`src/rtl/bcd_adder_4_if.sv`:
```
// Handshake bundle for the single-digit BCD adder: operands in, registered digits out.
// The err signal exists only when BCD_ADDER_4_ERR_EN is defined.
interface bcd_adder_4_if;
    logic [3:0] A;
    logic [3:0] B;
    logic       cin;
    logic       in_valid;
    logic [3:0] s0;
    logic [3:0] s1;
    logic       out_valid;
`ifdef BCD_ADDER_4_ERR_EN
    logic       err;
`endif

    modport master (
        output A, B, cin, in_valid,
        input  s0, s1, out_valid
`ifdef BCD_ADDER_4_ERR_EN
        , input err
`endif
    );

    modport slave (
        input  A, B, cin, in_valid,
        output s0, s1, out_valid
`ifdef BCD_ADDER_4_ERR_EN
        , output err
`endif
    );
endinterface

```
`src/rtl/bcd_adder_4.sv`:
```
// One-digit BCD adder with carry-in and a single register stage on the outputs.
// Define BCD_ADDER_4_ERR_EN to add the registered invalid-digit flag (err).
module bcd_adder_4 (
    input  logic          clk,
    input  logic          rst,
    bcd_adder_4_if.slave  bus
);

    logic [4:0] bin;
    logic [3:0] sum_digit;
    logic       carry;

    logic [3:0] s0_q;
    logic       carry_q;
    logic       valid_q;

    // Illegal digits take the same +6 correction path; only the low nibble is kept.
    always_comb begin
        bin = {1'b0, bus.A} + {1'b0, bus.B} + {4'b0000, bus.cin};
        if (bin > 5'd9) begin
            sum_digit = bin[3:0] + 4'd6;
            carry     = 1'b1;
        end else begin
            sum_digit = bin[3:0];
            carry     = 1'b0;
        end
    end

    always_ff @(posedge clk) begin
        if (rst) begin
            s0_q    <= 4'd0;
            carry_q <= 1'b0;
            valid_q <= 1'b0;
        end else begin
            valid_q <= bus.in_valid;
            if (bus.in_valid) begin
                s0_q    <= sum_digit;
                carry_q <= carry;
            end
        end
    end

    assign bus.s0        = s0_q;
    assign bus.s1        = {3'b000, carry_q};
    assign bus.out_valid = valid_q;

`ifdef BCD_ADDER_4_ERR_EN
    logic err_q;

    always_ff @(posedge clk) begin
        if (rst) begin
            err_q <= 1'b0;
        end else if (bus.in_valid) begin
            err_q <= (bus.A > 4'd9) || (bus.B > 4'd9);
        end
    end

    assign bus.err = err_q;
`endif

endmodule

```
`src/flat_wrapper.sv`:
```
// flat-port wrapper written by rule: the top's interface ports become plain ports
module bcd_adder_4_flat 
  (clk, rst, bus_A, bus_B, bus_cin, bus_in_valid, bus_s0, bus_s1, bus_out_valid);
  bcd_adder_4_if bus_i ();
  input  logic clk;
  input  logic rst;
  input wire logic [$bits(bus_i.A)-1:0] bus_A;
  input wire logic [$bits(bus_i.B)-1:0] bus_B;
  input wire logic [$bits(bus_i.cin)-1:0] bus_cin;
  input wire logic [$bits(bus_i.in_valid)-1:0] bus_in_valid;
  output wire logic [$bits(bus_i.s0)-1:0] bus_s0;
  output wire logic [$bits(bus_i.s1)-1:0] bus_s1;
  output wire logic [$bits(bus_i.out_valid)-1:0] bus_out_valid;
  assign bus_i.A = bus_A;
  assign bus_i.B = bus_B;
  assign bus_i.cin = bus_cin;
  assign bus_i.in_valid = bus_in_valid;
  assign bus_s0 = bus_i.s0;
  assign bus_s1 = bus_i.s1;
  assign bus_out_valid = bus_i.out_valid;
  bcd_adder_4 u_core (.clk(clk), .rst(rst), .bus(bus_i));
endmodule
```
`config.mk`:
```
export PLATFORM = sky130hd
export DESIGN_NAME = bcd_adder_4_flat
export DESIGN_NICKNAME = d
export VERILOG_FILES = /design/src/rtl/bcd_adder_4_if.sv /design/src/rtl/bcd_adder_4.sv /design/src/flat_wrapper.sv
export SDC_FILE = /design/constraint.sdc
export NUM_CORES = 1
export LEC_CHECK = 0
export ABC_AREA = 1
export BUFFER_PORTS_ARGS = -buffer_cell sky130_fd_sc_hd__clkbuf_2
export CELL_PAD_IN_SITES_DETAIL_PLACEMENT = 0
export CELL_PAD_IN_SITES_GLOBAL_PLACEMENT = 1
export CORE_UTILIZATION = 31
export DETAILED_ROUTE_END_ITERATION = 8
export GPL_ROUTABILITY_DRIVEN = 0
export GPL_TIMING_DRIVEN = 1
export PLACE_DENSITY = 0.78
export SETUP_SLACK_MARGIN = 0.1
export SYNTH_ARGS = -nofsm -noshare
export SYNTH_HDL_FRONTEND = slang
export SYNTH_SLANG_ARGS = --single-unit
```
`constraint.sdc`:
```
create_clock -name clk -period 2.69 [get_ports clk]
set_input_delay 0.1345 -clock clk [delete_from_list [all_inputs] [get_ports clk]]
set_output_delay 0.1345 -clock clk [all_outputs]
set_load 0.005 [all_outputs]
```
* After elaboration in Yosys (flattened, before gate mapping)
Index checks and enable logic that the tools add are counted.
** Storage, ports and cells
- Register bits :: 6
- Input port bits :: 12
- Output and inout port bits :: 9
- Logic and storage cells :: 9
** Operators by class
- Add/subtract/negate cells :: 3
- $lt $le $gt $ge :: 1
- Mux-type cells :: 2
** Operators by type and width (number)
- $add A4 B4 Y5 :: 1
- $add A5 B1 Y5 :: 1
- $gt A5 B4 Y1 const B :: 1
- $add A4 B3 Y4 const B :: 1
- $mux W4 :: 1
- $mux W1 :: 1

* Longest topological paths before layout
Gate-level depths: netlist of run 1.
- Depth after elaboration :: 4
- Mapped depth :: 12
- Gate-level depth less buffers :: 12

* Least setup slack after synthesis of run 1
Ideal clock, no wire load.
- Path kind :: in2reg
- Start :: in bus_cin
- End :: reg u_core.s0_q[3] (netlist: u_core.bus.s0[3])
- Setup time :: 122 ps
- Arrival time :: 1804 ps
- Data required time :: 2568 ps
- Path slack :: 764 ps
- Stages on the path :: 10
- Cell sequence :: fa_1 fa_1 inv_1 ha_1 a21oi_2 nand2_2 nand2_2 nand3_1 nand2_1 a21oi_2
** On the way
- Cells in the longest elaborated chain, start to end :: 3
- Elaborated cells on any way between the ends :: 4
** RTL lines
- start, declared :: line flat_wrapper.sv:9 : input wire logic [$bits(bus_i.cin)-1:0] bus_cin;
- $add A5 B1 Y5 (*) :: line bcd_adder_4.sv:19 : bin = {1'b0, bus.A} + {1'b0, bus.B} + {4'b0000, bus.cin};
- $add A4 B3 Y4 or $gt A5 B4 Y1 (tied branches) :: line bcd_adder_4.sv:21, bcd_adder_4.sv:20
- $mux W4 (*) :: line bcd_adder_4.sv:20 : if (bin > 5'd9) begin
- end signal, assigned :: line bcd_adder_4.sv:37 : s0_q <= sum_digit;
- end, declared :: line bcd_adder_4.sv:13 : logic [3:0] s0_q;
Mark *: on every way between the ends. The rest lies on a longest branch, timed or not.
A chain may end at the register's enable or synchronous reset.

* Worst setup path in the final report of run 1
Ends and elaborated chain as after synthesis.

==> results of run 1 <==
[synth_stat cells]
library cell  count  area [um2]
conb_1            1        3.75
nor2_1            5        18.8
fa_1              2        40.0
nand2_2           5        31.3
nand2_1           9        33.8
buf_4             4        30.0
nand3_1           6        30.0
nand3_2           1        10.0
dfxtp_1           6         120
inv_1             9        33.8
a31oi_1           1        6.26
buf_6             1        11.3
ha_1              4        50.1
a21oi_2           3        26.3
a21oi_1           2        10.0
inv_2             1        3.75
o21ai_0           4        20.0
a21oi_4           1        16.3
o21bai_1          1        7.51
[worst max-delay path, cell delays in order]
cell and delay, ns:
clkbuf_2 0.10, fa_1 0.47, fa_1 0.40, nand2_1 0.11, nand2_2 0.09, ha_1 0.24
a21oi_2 0.12, nand2_2 0.08, nand2_2 0.09, nand3_1 0.07, nand2_1 0.07, a21oi_2 0.05
[flip-flops by register name, indices dropped and copies added, names as in the netlist]
name and cells:
u_core.carry_q 1, u_core.bus.out_valid 1, u_core.bus.s0 4
[final timing paths]
check | endpoint | from | cells past startpoint | slack, ns
min reg2reg | u_core.bus.s0[2] | u_core.bus.s0[2] | 2 | 0.47
max | u_core.bus.s0[3] | bus_cin | 12 | 0.81
max reg2reg | u_core.bus.s0[1] | u_core.bus.s0[1] | 2 | 2.05
min | u_core.bus.s0[2] | rst | 2 | 0.10
[logic make-up after synthesis]
family / share of synthesized area, %
and+or+nand+nor: 24.6
AOI/OAI and AO/OA: 17.2
DFF: 23.9
adders and majority gates: 17.9
other: 0.746
buffers and inverters: 15.7
[layout make-up]
type                    count  share of cell area [%]
inverters                  10                    6.29
well taps                  16                    3.35
multi-input cells          47                    52.2
clock buffers               3                    3.77
repair buffers             17                    14.3
flip-flops and latches      6                    20.1
[per-layer routing]
layer	vias up	global-route usage, %	wire [um]
met1	180	12.8	376
li1	238	-	-
met3	2	1.29	44
met5	-	0	0
met2	13	20.3	447
met4	0	7.50	6
[power by group through the flow]
stage / combinational [mW] / sequential (mW) / clock (mW)
after floorplan: 0.0887 / 0.105 / 0
after global placement: 0.114 / 0.104 / 0
after detailed placement: 0.116 / 0.104 / 0
after CTS: 0.116 / 0.102 / 0.0840
after global routing: 0.133 / 0.104 / 0.0875
final: 0.113 / 0.102 / 0.0787
==> summary.txt, run 1 <==
Timing
  • Final Skew: 0 ns
  • Slew Limit Fails: 0
  • RSZ-0062 raised after global routing: no
  • Fmax achieved: roughly 0.53 GHz
  • Fin crit period: approximately 1.9 ns
  • WHS: 0.105 ns
  • Setup_tns: 0 ns
  • Final Hold Fails: 0
  • Final setup margin: 0.811 ns
  • Final setup vio count: 0
  • Period utilisation layout: ~70%

Clock network
  • Clock tree buffer depth: 2
  • PostCTS Resize Cnt: 0
  • CTS Hold Bufs: 0
  • TritonCTS clock tree: done
  • CTS Root Cell: clkbuf_4
  • TritonCTS buffer count: 3
  • Clock sinks: 6
  • Worst skew pair latency: ~0.24 ns
  • Setup Buffers After CTS: 0
  • H-tree depth: 1
  • CTS clk-pin slew, worst paths: 0.04 ns

Place
  • Post-Place Cell Area: around 570 um2
  • Buffers on Ports: 17
  • Place WS: 0.542 ns
  • Cells after DPL: 96
  • DP HPWL: a little under 800 um

Worst setup path
  • CP Launch Type: primary input
  • CP Class: primary input to register
  • CP arrival: 2.00 ns
  • WP data required: ~2.8 ns
  • Worst-path fanout max: 4
  • Critical Path Sink Type: register

Power and ir drop
  • Power share of the combinational group: around two fifths
  • Sequential share of power: roughly a third
  • Clock power frac: approximately a quarter
  • Net load switching power: 0.0972 mW
  • Cell Pwr Density: around 490 nW/um2
  • Pint: about 0.2 mW
  • VDD IR max: around 110 uV
  • Overall Power: just under 0.3 mW
  • Switch share: between 30% and 40%
  • Pleak: approximately 0.33 nW

Global route
  • Grt ovf: 0
  • Largest net degree at the start of global routing: 10
  • Vias in the first global route: 398
  • First-pass GRT wire length: 1550 um
  • Total track usage: a little under an eighth
  • Initial antenna violation count: 0

Floorplanning
  • IO Pins: 21
  • DIE AREA: roughly 1800 um2
  • Initial Util: ~33%
  • Die height: 42.3 um
  • Die width: 42.3 um
  • Site Rows: 14
  • Core Box Area: ~1500 um2

Detailed routing
  • Initial DRT Pass Iterations: 5
  • Initial DRC Count: 7
  • DR vias/cell: 4.37
  • Drc violations: 1
  • WL per Instance: slightly below 9 um
  • Via Count: 433
  • Post-Route WL: between 800 and 900 um
  • Post-route ant nets: 0

Logic synthesis
  • Synthesized instance count: 66
  • Post-Syn Area per Cell: 7.62 um2
  • Synthesized cell area: 503 um2
  • Distinct cell type count after synthesis: 19
  • #FFs+latches synth: 6
  • Syn. warnings: 0
  • Seq/Total Area, Yosys: about a quarter

Layout
  • Most common cell after layout, fill and taps aside: clkbuf_2
  • Commonest non-fill, non-tap cells in the layout: 17 x clkbuf_2, 9 x inv_1, 9 x nand2_1, 6 x nand3_1, 6 x dfxtp_1
  • Final instance area: roughly 600 um2
  • Antenna diode count: 0
  • # fillers: between 150 and 200
  • Area Growth Syn to Fin: 18.7%
  • Final Net Count: about 100
  • Layout Cells excl Fill: ~100
  • Final cell utilization of the core: approximately 40%
  • Flip-flop and latch area: between 100 and 150 um2
  • Area occupied by multi-input gates: slightly above 300 um2
  • Share of cells above drive strength 1: 37.3%

Status
  • Failing checks: design-rule violations
  • Status: finished, violations left

Flow run
  • Max cap viols: 0

Hold path
  • Worst hold path type: primary input to register
Power figures use the tool's default switching activity.
==> inputs of run 2 (changes only) <==
--- a/config.mk
+++ b/config.mk
@@ -5,15 +5,15 @@
 export SDC_FILE = /design/constraint.sdc
 export NUM_CORES = 1
 export LEC_CHECK = 0
-export ABC_AREA = 1
+export ABC_AREA = 0
 export BUFFER_PORTS_ARGS = -buffer_cell sky130_fd_sc_hd__clkbuf_2
 export CELL_PAD_IN_SITES_DETAIL_PLACEMENT = 0
 export CELL_PAD_IN_SITES_GLOBAL_PLACEMENT = 1
-export CORE_UTILIZATION = 31
+export CORE_UTILIZATION = 28
 export DETAILED_ROUTE_END_ITERATION = 8
 export GPL_ROUTABILITY_DRIVEN = 0
 export GPL_TIMING_DRIVEN = 1
-export PLACE_DENSITY = 0.78
+export PLACE_DENSITY = 0.74
 export SETUP_SLACK_MARGIN = 0.1
 export SYNTH_ARGS = -nofsm -noshare
 export SYNTH_HDL_FRONTEND = slang
==> constraint.sdc (replaced) <==
create_clock -name clk -period 1.5 [get_ports clk]
set_input_delay 0.075 -clock clk [delete_from_list [all_inputs] [get_ports clk]]
set_output_delay 0.075 -clock clk [all_outputs]
set_load 0.005 [all_outputs]
==> run 2 against run 1 <==
The run ends with negative setup slack left; clock skew unchanged; utilization up 5.9 points; register-to-register slack worse by 1.4 ns; synthesized cell count down 26%; non-clock buffer count up 7; via count up 2.3%; synthesized area down 9.5%; sequential power up 90%; count of clock-buffer cells in the layout unchanged; critical path depth down 4.
==> summary.txt, run 2 <==
Logic synthesis
  • Post-synth top cells: 6 x dfxtp_1, 5 x nor2_1, 4 x a21oi_1, 4 x buf_4, 4 x ha_1
  • Post-synth ARST share: 0%
  • Post-Syn Area per Cell: 9.29 um2
  • Post-synth EDFFs: 0
  • Synthesized cell area: 455 um2
  • Synth area leader: dfxtp_1
  • Synth top area share: between 20% and 30%
  • #FFs+latches synth: 6
  • Syn. warnings: 0
  • Synthesized instance count: approximately 50
  • Seq/Total Area, Yosys: 26.4%
  • Distinct cell type count after synthesis: 27
  • Count leader, synth: dfxtp_1
  • Synth Flop Type: dfxtp_1
  • Area contributors post-synth: dfxtp_1 26%, ha_1 11%, fa_1 8.8%

Power and ir drop
  • Power share of the combinational group: between 40% and 50%
  • Net load switching power: between 0.2 and 0.25 mW
  • Switch share: between 30% and 40%
  • Clock power frac: around a quarter
  • VDD IR max: approximately 370 uV
  • Pint: between 0.4 and 0.5 mW
  • Sequential share of power: between 30% and 40%
  • Cell Pwr Density: approximately 940 nW/um2
  • Pleak: 0.325 nW

Worst setup path
  • CP endpoint: u_core.carry_q
  • Setup crit start: bus_cin
  • Worst-path fanout max: 4
  • CP Launch Type: primary input
  • CP Class: primary input to register
  • Worst R2R Path Depth: 4
  • Critical Path Sink Type: register
  • CP arrival: ~2.0 ns
  • R2r setup slk: ~0.67 ns
  • Worst R2R Start: u_core.bus.s0[1]
  • RR Endpoint: u_core.bus.s0[1]
  • WP data required: about 1.7 ns

Clock network
  • Clock sinks: 6
  • CTS clk-pin slew, worst paths: approximately 0.040 ns
  • CTS Hold Bufs: 0
  • H-tree depth: 1
  • Clock tree buffer depth: 2
  • Worst skew pair latency: roughly 0.25 ns
  • CTS Root Cell: clkbuf_4
  • TritonCTS buffer count: 3
  • TritonCTS clock tree: done

Global route
  • First-pass GRT wire length: roughly 1500 um
  • Total track usage: between 10% and 20%
  • Vias in the first global route: 371
  • Largest net degree at the start of global routing: 9
  • Grt ovf: 0
  • Initial antenna violation count: 0

Layout
  • Final Net Count: just over 90
  • Antenna diode count: 0
  • Area Growth Syn to Fin: 50.5%
  • Final cell utilization of the core: between 40% and 50%
  • Most common cell after layout, fill and taps aside: clkbuf_2
  • Final instance area: 686 um2
  • # fillers: around 160
  • Layout Cells excl Fill: about 90
  • Max reg flops: 4
  • Share of cells above drive strength 1: about 53%
  • Commonest non-fill, non-tap cells in the layout: 16 x clkbuf_2, 6 x buf_4, 6 x dfxtp_1, 5 x nor2_1

Detailed routing
  • DR vias/cell: 4.98
  • Via Count: between 400 and 500
  • Post-Route WL: around 920 um
  • Initial DRC Count: 5
  • Initial DRT Pass Iterations: 2
  • Post-route ant nets: 0
  • WL per Instance: slightly above 10 um
  • Drc violations: 0

Place
  • DP HPWL: between 700 and 800 um
  • Cells after DPL: 85
  • Buffers on Ports: 17
  • Post-Place Cell Area: just over 600 um2
  • Place WS: -0.561 ns

Timing
  • Final setup margin: -0.305 ns
  • RSZ-0062 raised after global routing: yes
  • Final setup vio count: 4
  • Final Hold Fails: 0
  • Final Skew: 0 ns
  • Fin crit period: ~1.8 ns
  • Slew Limit Fails: 0
  • Fmax achieved: between 0.5 and 0.6 GHz
  • Period utilisation layout: 120%

Flow run
  • Max cap viols: 0

Floorplanning
  • Die height: 42.3 um
  • IO Pins: 21
  • Die width: 42.3 um
  • Initial Util: a little under a third
  • Core Box Area: between 1500 and 2000 um2
  • DIE AREA: between 1500 and 2000 um2
  • Site Rows: 14

Status
  • Status: finished, violations left
  • Failing checks: negative setup slack

Hold path
  • Worst hold path type: primary input to register
-- run 2: cell types whose count changed after synthesis, moves of 2 or more --
cell and change:
mux2i_1 +2, a21oi_2 -3, o21ai_0 -4, a21oi_1 +2
a211oi_1 +2, inv_1 -7, nand3_1 -6, nand2_1 -8
nand2_2 -5
-- run 2: stage by stage --
step / power [mW] / hold WS, ns / setup TNS, ns
after global placement: 0.448 / 0.302 / -1.98
after global routing: 0.693 / 0.0465 / -1.16
after detailed placement: 0.453 / 0.301 / -2.10
final: 0.646 / 0.0498 / -0.989
after CTS: 0.624 / 0.0447 / -0.930
after floorplan: 0.361 / 0.147 / -1.33
-- run 2: metal layers --
| layer | share of wire, % | global-route usage, % | up-vias |
|---|---|---|---|
| met5 | 0 | 0 | - |
| met4 | 2.4 | 7.50 | 0 |
| met3 | 6.0 | 3.88 | 2 |
| met2 | 50 | 16.9 | 15 |
| met1 | 42 | 14.1 | 204 |
| li1 | - | - | 222 |
-- run 2: worst min-delay path by stage --
stage          startpoint  cells after the start  slack, ns          endpoint
2_1_floorplan         rst                      1       0.15  u_core.bus.s0[0]
3_3_place_gp          rst                      2       0.30    u_core.carry_q
3_5_place_dp          rst                      2       0.30  u_core.bus.s0[0]
4_1_cts               rst                      2       0.04    u_core.carry_q
5_1_grt               rst                      2       0.05    u_core.carry_q
6_report              rst                      2       0.05    u_core.carry_q
-- run 2: power groups by stage --
stage	sequential (mW)	clock (mW)	combinational [mW]
finish	0.194	0.153	0.299
global route	0.198	0.168	0.327
CTS	0.194	0.158	0.272
detailed placement	0.197	0	0.256
global placement	0.196	0	0.252
floorplan	0.198	0	0.163
-- run 2: critical path: stages --
cell and delay [ns]:
buf_6 0.09, fa_2 0.39, fa_2 0.55, inv_2 0.05
ha_4 0.16, buf_6 0.12, o31a_1 0.33, a211oi_2 0.21
-- run 2: area by class of cell --
class | count | area, um2 | share of cell area, %
Multi-Input combinational cell | 38 | 368 | 53.6
Timing Repair Buffer | 24 | 148 | 21.5
Sequential cell | 6 | 120 | 17.5
Clock buffer | 3 | 22.5 | 3.28
Tap cell | 16 | 20.0 | 2.92
Inverter | 2 | 7.51 | 1.09
-- run 2: what timing repair did --
action	CTS	global route
gates resized for setup	3	5
setup endpoints to repair	4	4
setup buffers	0	1
hold endpoints to repair	0	0
pin swaps	1	5
-- run 2: logic make-up (layout without fill, tap and decap cells) --
family | count (synthesis) | in the layout | share of synthesized area (%)
AOI/OAI and AO/OA | 15 | 15 | 23.6
xor gates and xnor gates | 2 | 2 | 3.85
adders and majority gates | 6 | 6 | 19.8
buffers and inverters | 7 | 29 | 9.34
DFF | 6 | 6 | 26.4
muxes | 2 | 2 | 4.40
other | 1 | 3 | 0.823
and+or+nand+nor | 10 | 10 | 11.8
